[src/rtl/servo_pkg.sv]
// Shared constants and helpers for the multi-channel servo PWM block.
package servo_pkg;

  localparam int unsigned US_W = 12;

  typedef logic [US_W-1:0] us_t;

  function automatic int unsigned period_clks(input longint unsigned clk_hz,
                                              input longint unsigned period_ms);
    return 32'(clk_hz * period_ms / 64'd1000);
  endfunction

  function automatic int unsigned clks_per_us(input int unsigned clk_hz);
    return clk_hz / 32'd1_000_000;
  endfunction

  function automatic int unsigned ch_width(input int unsigned n_ch);
    return (n_ch <= 1) ? 32'd1 : 32'($clog2(n_ch));
  endfunction

  function automatic us_t clamp_us(input us_t v, input us_t lo, input us_t hi);
    if (v < lo) return lo;
    if (v > hi) return hi;
    return v;
  endfunction

endpackage

[src/rtl/servo_pwm_multi_if.sv]
// Write port and per-channel servo outputs between the race-control FSM and the PWM block.
interface servo_pwm_multi_if #(
  parameter int unsigned N_CH = 4,
  parameter int unsigned CH_W = 2
);
  logic            wr_en;
  logic [CH_W-1:0] wr_ch;
  logic [11:0]     wr_pulse_us;
  logic [N_CH-1:0] ch_enable;
  logic [N_CH-1:0] servo_pwm_out;
  logic            frame_start;
  logic [N_CH-1:0] at_target;

  modport master (
    output wr_en, wr_ch, wr_pulse_us, ch_enable,
    input  servo_pwm_out, frame_start, at_target
  );

  modport slave (
    input  wr_en, wr_ch, wr_pulse_us, ch_enable,
    output servo_pwm_out, frame_start, at_target
  );
endinterface

[src/rtl/servo_pwm_ch.sv]
// One servo channel: target/current width, per-frame slew, compare register and output flop.
module servo_pwm_ch
  import servo_pkg::*;
#(
  parameter int unsigned CMP_W       = 19,
  parameter int unsigned CLKS_PER_US = 25,
  parameter int unsigned DEFAULT_US  = 1000,
  parameter int unsigned STEP_US     = 100
) (
  input  logic             clk,
  input  logic             reset,
  input  logic             boundary,
  input  logic [CMP_W-1:0] cnt,
  input  logic             wr,
  input  us_t              wr_val,
  input  logic             en,
  output logic             pwm,
  output logic             at_target
);

  localparam us_t STEP    = US_W'(STEP_US);
  localparam us_t DEFAULT = US_W'(DEFAULT_US);

  us_t              target, cur, cur_next, target_next;
  logic [CMP_W-1:0] width_q;
  logic             en_q;

  // Slew reads the pre-edge target, so a write landing on the boundary waits one frame.
  always_comb begin
    cur_next    = cur;
    target_next = wr ? wr_val : target;
    if (boundary) begin
      if (STEP_US == 0) begin
        cur_next = target;
      end else if (target > cur) begin
        cur_next = (target - cur > STEP) ? cur + STEP : target;
      end else if (target < cur) begin
        cur_next = (cur - target > STEP) ? cur - STEP : target;
      end
    end
  end

  always_ff @(posedge clk) begin
    if (reset) begin
      target    <= DEFAULT;
      cur       <= DEFAULT;
      width_q   <= CMP_W'(DEFAULT_US * CLKS_PER_US);
      en_q      <= 1'b0;
      pwm       <= 1'b0;
      at_target <= 1'b1;
    end else begin
      target    <= target_next;
      cur       <= cur_next;
      if (boundary) begin
        width_q <= CMP_W'(cur_next) * CMP_W'(CLKS_PER_US);
        en_q    <= en;
      end
      pwm       <= en_q && (cnt < width_q);
      at_target <= (cur_next == target_next);
    end
  end

endmodule

[src/rtl/servo_pwm_multi.sv]
// N_CH hobby-servo PWM outputs sharing one frame counter; widths written in microseconds.
module servo_pwm_multi
  import servo_pkg::*;
#(
  parameter int unsigned CLK_FREQ_HZ     = 25_000_000,
  parameter int unsigned SERVO_PERIOD_MS = 20,
  parameter int unsigned N_CH            = 4,
  parameter int unsigned MIN_US          = 1000,
  parameter int unsigned MAX_US          = 2000,
  parameter int unsigned DEFAULT_US      = 1000,
  parameter int unsigned STEP_US         = 100
) (
  input  logic            clk,
  input  logic            reset,
  servo_pwm_multi_if.slave bus
);

  localparam int unsigned PERIOD_CLKS = period_clks(CLK_FREQ_HZ, SERVO_PERIOD_MS);
  localparam int unsigned CLKS_PER_US = clks_per_us(CLK_FREQ_HZ);
  localparam int unsigned CMP_W       = $clog2(PERIOD_CLKS);
  localparam int unsigned CH_W        = ch_width(N_CH);

  logic [CMP_W-1:0] cnt;
  logic             boundary;
  logic             frame_start_q;
  logic             wr_valid;
  us_t              wr_val;
  logic [N_CH-1:0]  pwm;
  logic [N_CH-1:0]  at_tgt;

  assign boundary = (cnt == CMP_W'(PERIOD_CLKS - 1));
  assign wr_valid = bus.wr_en && (32'(bus.wr_ch) < N_CH);
  assign wr_val   = clamp_us(bus.wr_pulse_us, US_W'(MIN_US), US_W'(MAX_US));

  always_ff @(posedge clk) begin
    if (reset) begin
      cnt           <= '0;
      frame_start_q <= 1'b0;
    end else begin
      cnt           <= boundary ? '0 : cnt + 1'b1;
      frame_start_q <= (cnt == '0);
    end
  end

  for (genvar i = 0; i < N_CH; i++) begin : g_ch
    servo_pwm_ch #(
      .CMP_W      (CMP_W),
      .CLKS_PER_US(CLKS_PER_US),
      .DEFAULT_US (DEFAULT_US),
      .STEP_US    (STEP_US)
    ) u_ch (
      .clk      (clk),
      .reset    (reset),
      .boundary (boundary),
      .cnt      (cnt),
      .wr       (wr_valid && (bus.wr_ch == CH_W'(i))),
      .wr_val   (wr_val),
      .en       (bus.ch_enable[i]),
      .pwm      (pwm[i]),
      .at_target(at_tgt[i])
    );
  end

  assign bus.servo_pwm_out = pwm;
  assign bus.at_target     = at_tgt;
  assign bus.frame_start   = frame_start_q;

endmodule

[src/flat_wrapper.sv]
// flat-port wrapper written by rule: the top's interface ports become plain ports
module servo_pwm_multi_flat import servo_pkg::*;
#(
  parameter int unsigned CLK_FREQ_HZ     = 25_000_000,
  parameter int unsigned SERVO_PERIOD_MS = 20,
  parameter int unsigned N_CH            = 4,
  parameter int unsigned MIN_US          = 1000,
  parameter int unsigned MAX_US          = 2000,
  parameter int unsigned DEFAULT_US      = 1000,
  parameter int unsigned STEP_US         = 100
)
  (clk, reset, bus_wr_en, bus_wr_ch, bus_wr_pulse_us, bus_ch_enable, bus_servo_pwm_out, bus_frame_start, bus_at_target);
  servo_pwm_multi_if #(.N_CH(N_CH), .CH_W(2)) bus_i ();
  input  logic clk;
  input  logic reset;
  input wire logic [$bits(bus_i.wr_en)-1:0] bus_wr_en;
  input wire logic [$bits(bus_i.wr_ch)-1:0] bus_wr_ch;
  input wire logic [$bits(bus_i.wr_pulse_us)-1:0] bus_wr_pulse_us;
  input wire logic [$bits(bus_i.ch_enable)-1:0] bus_ch_enable;
  output wire logic [$bits(bus_i.servo_pwm_out)-1:0] bus_servo_pwm_out;
  output wire logic [$bits(bus_i.frame_start)-1:0] bus_frame_start;
  output wire logic [$bits(bus_i.at_target)-1:0] bus_at_target;
  assign bus_i.wr_en = bus_wr_en;
  assign bus_i.wr_ch = bus_wr_ch;
  assign bus_i.wr_pulse_us = bus_wr_pulse_us;
  assign bus_i.ch_enable = bus_ch_enable;
  assign bus_servo_pwm_out = bus_i.servo_pwm_out;
  assign bus_frame_start = bus_i.frame_start;
  assign bus_at_target = bus_i.at_target;
  servo_pwm_multi #(.CLK_FREQ_HZ(CLK_FREQ_HZ), .SERVO_PERIOD_MS(SERVO_PERIOD_MS), .N_CH(N_CH), .MIN_US(MIN_US), .MAX_US(MAX_US), .DEFAULT_US(DEFAULT_US), .STEP_US(STEP_US)) u_core (.clk(clk), .reset(reset), .bus(bus_i));
endmodule
[config.mk]
export PLATFORM = sky130hd
export DESIGN_NAME = servo_pwm_multi_flat
export DESIGN_NICKNAME = d
export VERILOG_FILES = /design/src/rtl/servo_pkg.sv /design/src/rtl/servo_pwm_multi_if.sv /design/src/rtl/servo_pwm_ch.sv /design/src/rtl/servo_pwm_multi.sv /design/src/flat_wrapper.sv
export SDC_FILE = /design/constraint.sdc
export NUM_CORES = 1
export LEC_CHECK = 0
export BUFFER_PORTS_ARGS = -buffer_cell sky130_fd_sc_hd__clkbuf_2
export CORE_MARGIN = 2
export CORE_UTILIZATION = 50
export CTS_CLUSTER_SIZE = 20
export DETAILED_ROUTE_END_ITERATION = 8
export PLACE_DENSITY = 0.75
export SYNTH_ARGS = -nofsm -noshare
export SYNTH_HDL_FRONTEND = slang
export SYNTH_SLANG_ARGS = --single-unit
[constraint.sdc]
create_clock -name clk -period 15.1 [get_ports clk]
set_input_delay 1.51 -clock clk [delete_from_list [all_inputs] [get_ports clk]]
set_output_delay 1.51 -clock clk [all_outputs]
set_load 0.02 [all_outputs]
==> impl_results.md <==
* Fraction of power consumed by sequential logic at 37.1%
* Total negative setup slack at 0 ns
* Commonest non-fill, non-tap cell in the layout: sky130_fd_sc_hd__ha_1
* Kind of path behind the tightest hold check: reg2reg
* Share of the clock period used by the worst path after layout at 53.1%
* Peak supply drop at 0.0000852 V
* Type of the worst setup path: reg2reg
* Number of warnings issued by yosys at 0
* Number of fill cells at ~4,200
* First-pass GRT wire length at 114 mm
* Number of distinct library cells after synthesis at 106
* Top sig layer: met4
* Initial Util at 50.7%
* Switching Fraction at 37.5%
* Crit end category: flip-flop
* Later-pin clock latency in the skew report at 0.47 ns
* CTS root buffer: sky130_fd_sc_hd__clkbuf_16
* Cells after synthesis at 2,998
* Transition time at the pin with the least slew margin at about 1.3 ns
* P&R area growth vs syn at 4.70%
* Launch point of the worst reg-to-reg path: u_core.g_ch[1].u_ch.target[2]$_SDFF_PP0_
* Leakage component of the power at between 10 and 15 nW
* Area taken by flip-flops and latches at 3920 µm²
* Post-synthesis net count at ~3,400
* Most frequent cells in the layout: sky130_fd_sc_hd__ha_1 (325), sky130_fd_sc_hd__inv_1 (324), sky130_fd_sc_hd__nand2_1 (295), sky130_fd_sc_hd__a21oi_1 (238), sky130_fd_sc_hd__nor2_1 (198)
* P_int at 0.895 mW
* Number of slew-limit violations in the final report at 0
* Cell type of the slowest stage on the worst timing path: sky130_fd_sc_hd__o22ai_1
* Largest fanout on the critical path at 15
* Number of enable flip-flop cells after synthesis at 0
* Die W at 216 µm
* Fraction of the yosys area taken by sequential cells at between 10% and 20%
* Outcome: finished clean
* Post-CTS sizing at 0
* Wire length per cell after detailed routing at 20.1 µm
* Critical Path Max Stage Delay at 0.94 ns
* Total routed wirelength at 70.8 mm
* Worst Setup SP: u_core.g_ch[1].u_ch.target[2]$_SDFF_PP0_
* PortBufs at 29
* Met2 WL post-DR at 31.1 mm
* Rel. slew slack at between 15 and 20%
* Setup repair after global routing missed its margin: false
* Post-place instance area at about 23,000 µm²
* Number of antenna violations at the first check in global routing at 0
* Routability congestion estimate at 0.978
* Asr flop ratio synth at 0%
* Worst slack at placement at roughly 7.3 ns
* Clock Power Share at 33.5%
* Total number of nets in the final design at around 3,300
* Fraction of final layout cells with drive strength greater than 1 at 5.39%
* I/O Pins at 30
* Max Buffers Root-to-Sink at 2
* Post-route antenna net violation count at 0
* Reg-to-reg endpoint: u_core.g_ch[1].u_ch.width_q[16]$_SDFFE_PP0N_
* Cell area power density at 60.8 nW/µm²
* Gr usage total at 30.1%
* Number of vias in the routed layout at about 22,000
* Final count of negative-setup-slack endpoints at 0
* Overall die height at 216 µm
* Area of the mapped netlist at 22,500 µm²
* Data required time at the worst endpoint at 15.49 ns
* Clock H-tree levels at 4
* Worst R2R Path Depth at 30
* Total of flip-flops plus latches after synthesis at 196
* Post-route cell area at 23,500 µm²
* Number of rows created at floorplan at 77
* Final hold violation count at 0
* Synth Area per Inst at 7.50 µm²
* Combined area of the multi-input logic cells at 16,700 µm²
* Via-to-Cell Ratio at 6.26
* Main flop type after synthesis: sky130_fd_sc_hd__dfxtp_1
* Worst Clk Skew at around 0.014 ns
* Launching element type of the critical path: flip-flop
* Number of buffers inserted by post-CTS setup repair at 0
* Via count of the first global-routing pass at 21,200
* TritonCTS clock tree: yes
* Critical path endpoint: u_core.g_ch[1].u_ch.width_q[16]$_SDFFE_PP0N_
* Fmax at 125 MHz
* Met3 wire length at 5.89 mm
* Cell repeated most along the worst path: sky130_fd_sc_hd__o21ai_0
* Total overflow reported by the global router at 0
* Quantity of hold-fixing buffers added after cts at 0
* Switching power at 0.537 mW
* Setup slack of the critical path after layout at 7.09 ns
* Endpoint arrival time on the critical path at between 8 and 9 ns
* Area of the die at 46,700 µm²
* Initial DRT Pass Iterations at 7
* Final standard cell utilization of the core at 53.1%
* Placeable core area at 44,300 µm²
* Met1 wire length at 31.8 mm
* Maximum Capacitance Violations at 0
* Drc violations at 0
* Number of clock buffers inserted by TritonCTS at 17
* Maximum number of pins on one net before global-route repair at between 80 and 90
* Worst reg-to-reg setup slack at 7.09 ns
* Time the worst path needs with I/O delays and setup at 8.01 ns
* Clock slew at the register clock pins of the worst setup and hold paths at 0.09 ns
* Half-perimeter wire length after placement at 53.1 mm
* Combinational fraction of design power at 29.4%
* Starting DRT DRC Count at 2,570
* TritonCTS Sinks at 196
-- state kept, by name (all words and copies together), names as in the netlist --
signal                      flops
u_core.g_ch.u_ch.width_q       68
u_core.g_ch.u_ch.cur           48
u_core.g_ch.u_ch.target        48
u_core.cnt                     19
u_core.g_ch.u_ch.at_target      4
u_core.g_ch.u_ch.en_q           4
u_core.g_ch.u_ch.pwm            4
u_core.bus.frame_start          1
-- per-layer routing --
layer / vias up / GRT usage (%)
met5: - / 0
met4: 0 / 9.93
met3: 138 / 4.27
met2: 1002 / 47.5
met1: 10400 / 42.1
li1: 10500 / -
-- logic make-up after synthesis --
| group | count (synthesis) | synth area share [%] |
|---|---|---|
| and+or+nand+nor | 927 | 20.1 |
| AOI/OAI and AO/OA | 846 | 25.4 |
| buffers and inverters | 489 | 8.66 |
| adders and majority gates | 357 | 20.9 |
| DFF | 196 | 17.5 |
| xor gates and xnor gates | 146 | 5.69 |
| muxes | 37 | 1.71 |
-- stage by stage --
step           std cells  total power, mW  hold slack (ns)
4_1_cts             3522             1.42            0.457
2_1_floorplan       2998            0.848            0.432
5_1_grt             3522             1.48            0.476
3_5_place_dp        3490            0.950            0.447
6_report            3525             1.43            0.459
3_3_place_gp        3490            0.946            0.439
-- worst min-delay path by stage --
stage,from,to,slack [ns],depth (start not counted)
after CTS,u_core.g_ch[3].u_ch.width_q[4]$_SDFFE_PP0N_,u_core.g_ch[3].u_ch.width_q[4]$_SDFFE_PP0N_,0.46,2
after detailed placement,u_core.g_ch[3].u_ch.width_q[4]$_SDFFE_PP0N_,u_core.g_ch[3].u_ch.width_q[4]$_SDFFE_PP0N_,0.45,2
after global routing,u_core.g_ch[2].u_ch.width_q[4]$_SDFFE_PP0N_,u_core.g_ch[2].u_ch.width_q[4]$_SDFFE_PP0N_,0.48,2
after global placement,u_core.g_ch[0].u_ch.width_q[4]$_SDFFE_PP0N_,u_core.g_ch[0].u_ch.width_q[4]$_SDFFE_PP0N_,0.44,2
final,u_core.g_ch[1].u_ch.width_q[11]$_SDFFE_PP0N_,u_core.g_ch[1].u_ch.width_q[11]$_SDFFE_PP0N_,0.46,2
after floorplan,u_core.g_ch[0].u_ch.en_q$_SDFFE_PP0N_,u_core.g_ch[0].u_ch.en_q$_SDFFE_PP0N_,0.43,2
-- layout make-up --
class	instances	area share, %
inverters	331	5.28
multi-input cells	2313	70.8
well taps	592	3.15
clock inverters	14	0.680
repair buffers	58	1.55
clock buffers	18	1.87
diodes	3	0.0319
flip-flops and latches	196	16.7
-- worst max-delay path: cells and delay by family (launching register included) --
family / cells / cell delay [ns]
AND/OR/NAND/NOR: 6 / 1.53
buffers and inverters: 3 / 0.22
XOR/XNOR: 1 / 0.14
AO/OA/AOI/OAI: 15 / 3.67
adder cells (fa/ha/maj): 5 / 1.91
flip-flops: 1 / 0.44
-- synth_stat cells, drive strengths merged (13+ instances only) --
cell | instances | area share, %
nor2 | 199 | 3.4
o22ai | 17 | 0.47
xor2 | 49 | 1.9
o21bai | 24 | 0.80
buf | 50 | 1.3
xnor2 | 97 | 3.8
nor2b | 22 | 0.61
nand2b | 34 | 0.95
a21oi | 241 | 5.4
inv | 326 | 5.4
dfxtp | 196 | 17
nor4 | 27 | 0.83
o31ai | 18 | 0.60
nor3 | 78 | 1.8
o211ai | 54 | 1.8
a31oi | 37 | 1.1
fa | 32 | 2.8
nand2 | 295 | 4.9
or3 | 28 | 0.80
clkbuf | 108 | 1.8
a21o | 68 | 2.3
o2111ai | 16 | 0.62
and3 | 36 | 1.0
nand4 | 28 | 0.78
o21a | 22 | 0.73
ha | 325 | 18
o21ai | 140 | 3.1
and2 | 29 | 0.82
nand3 | 81 | 1.8
a211oi | 35 | 1.2
mux2i | 25 | 1.1
a21boi | 13 | 0.43
-- power by group through the flow --
stage	sequential (mW)	combinational (mW)	clock [mW]
after floorplan	0.540	0.308	0
after global placement	0.543	0.402	0
after detailed placement	0.544	0.406	0
after CTS	0.531	0.409	0.482
after global routing	0.532	0.453	0.497
final	0.532	0.421	0.479
(Power assumes the default switching activity.)
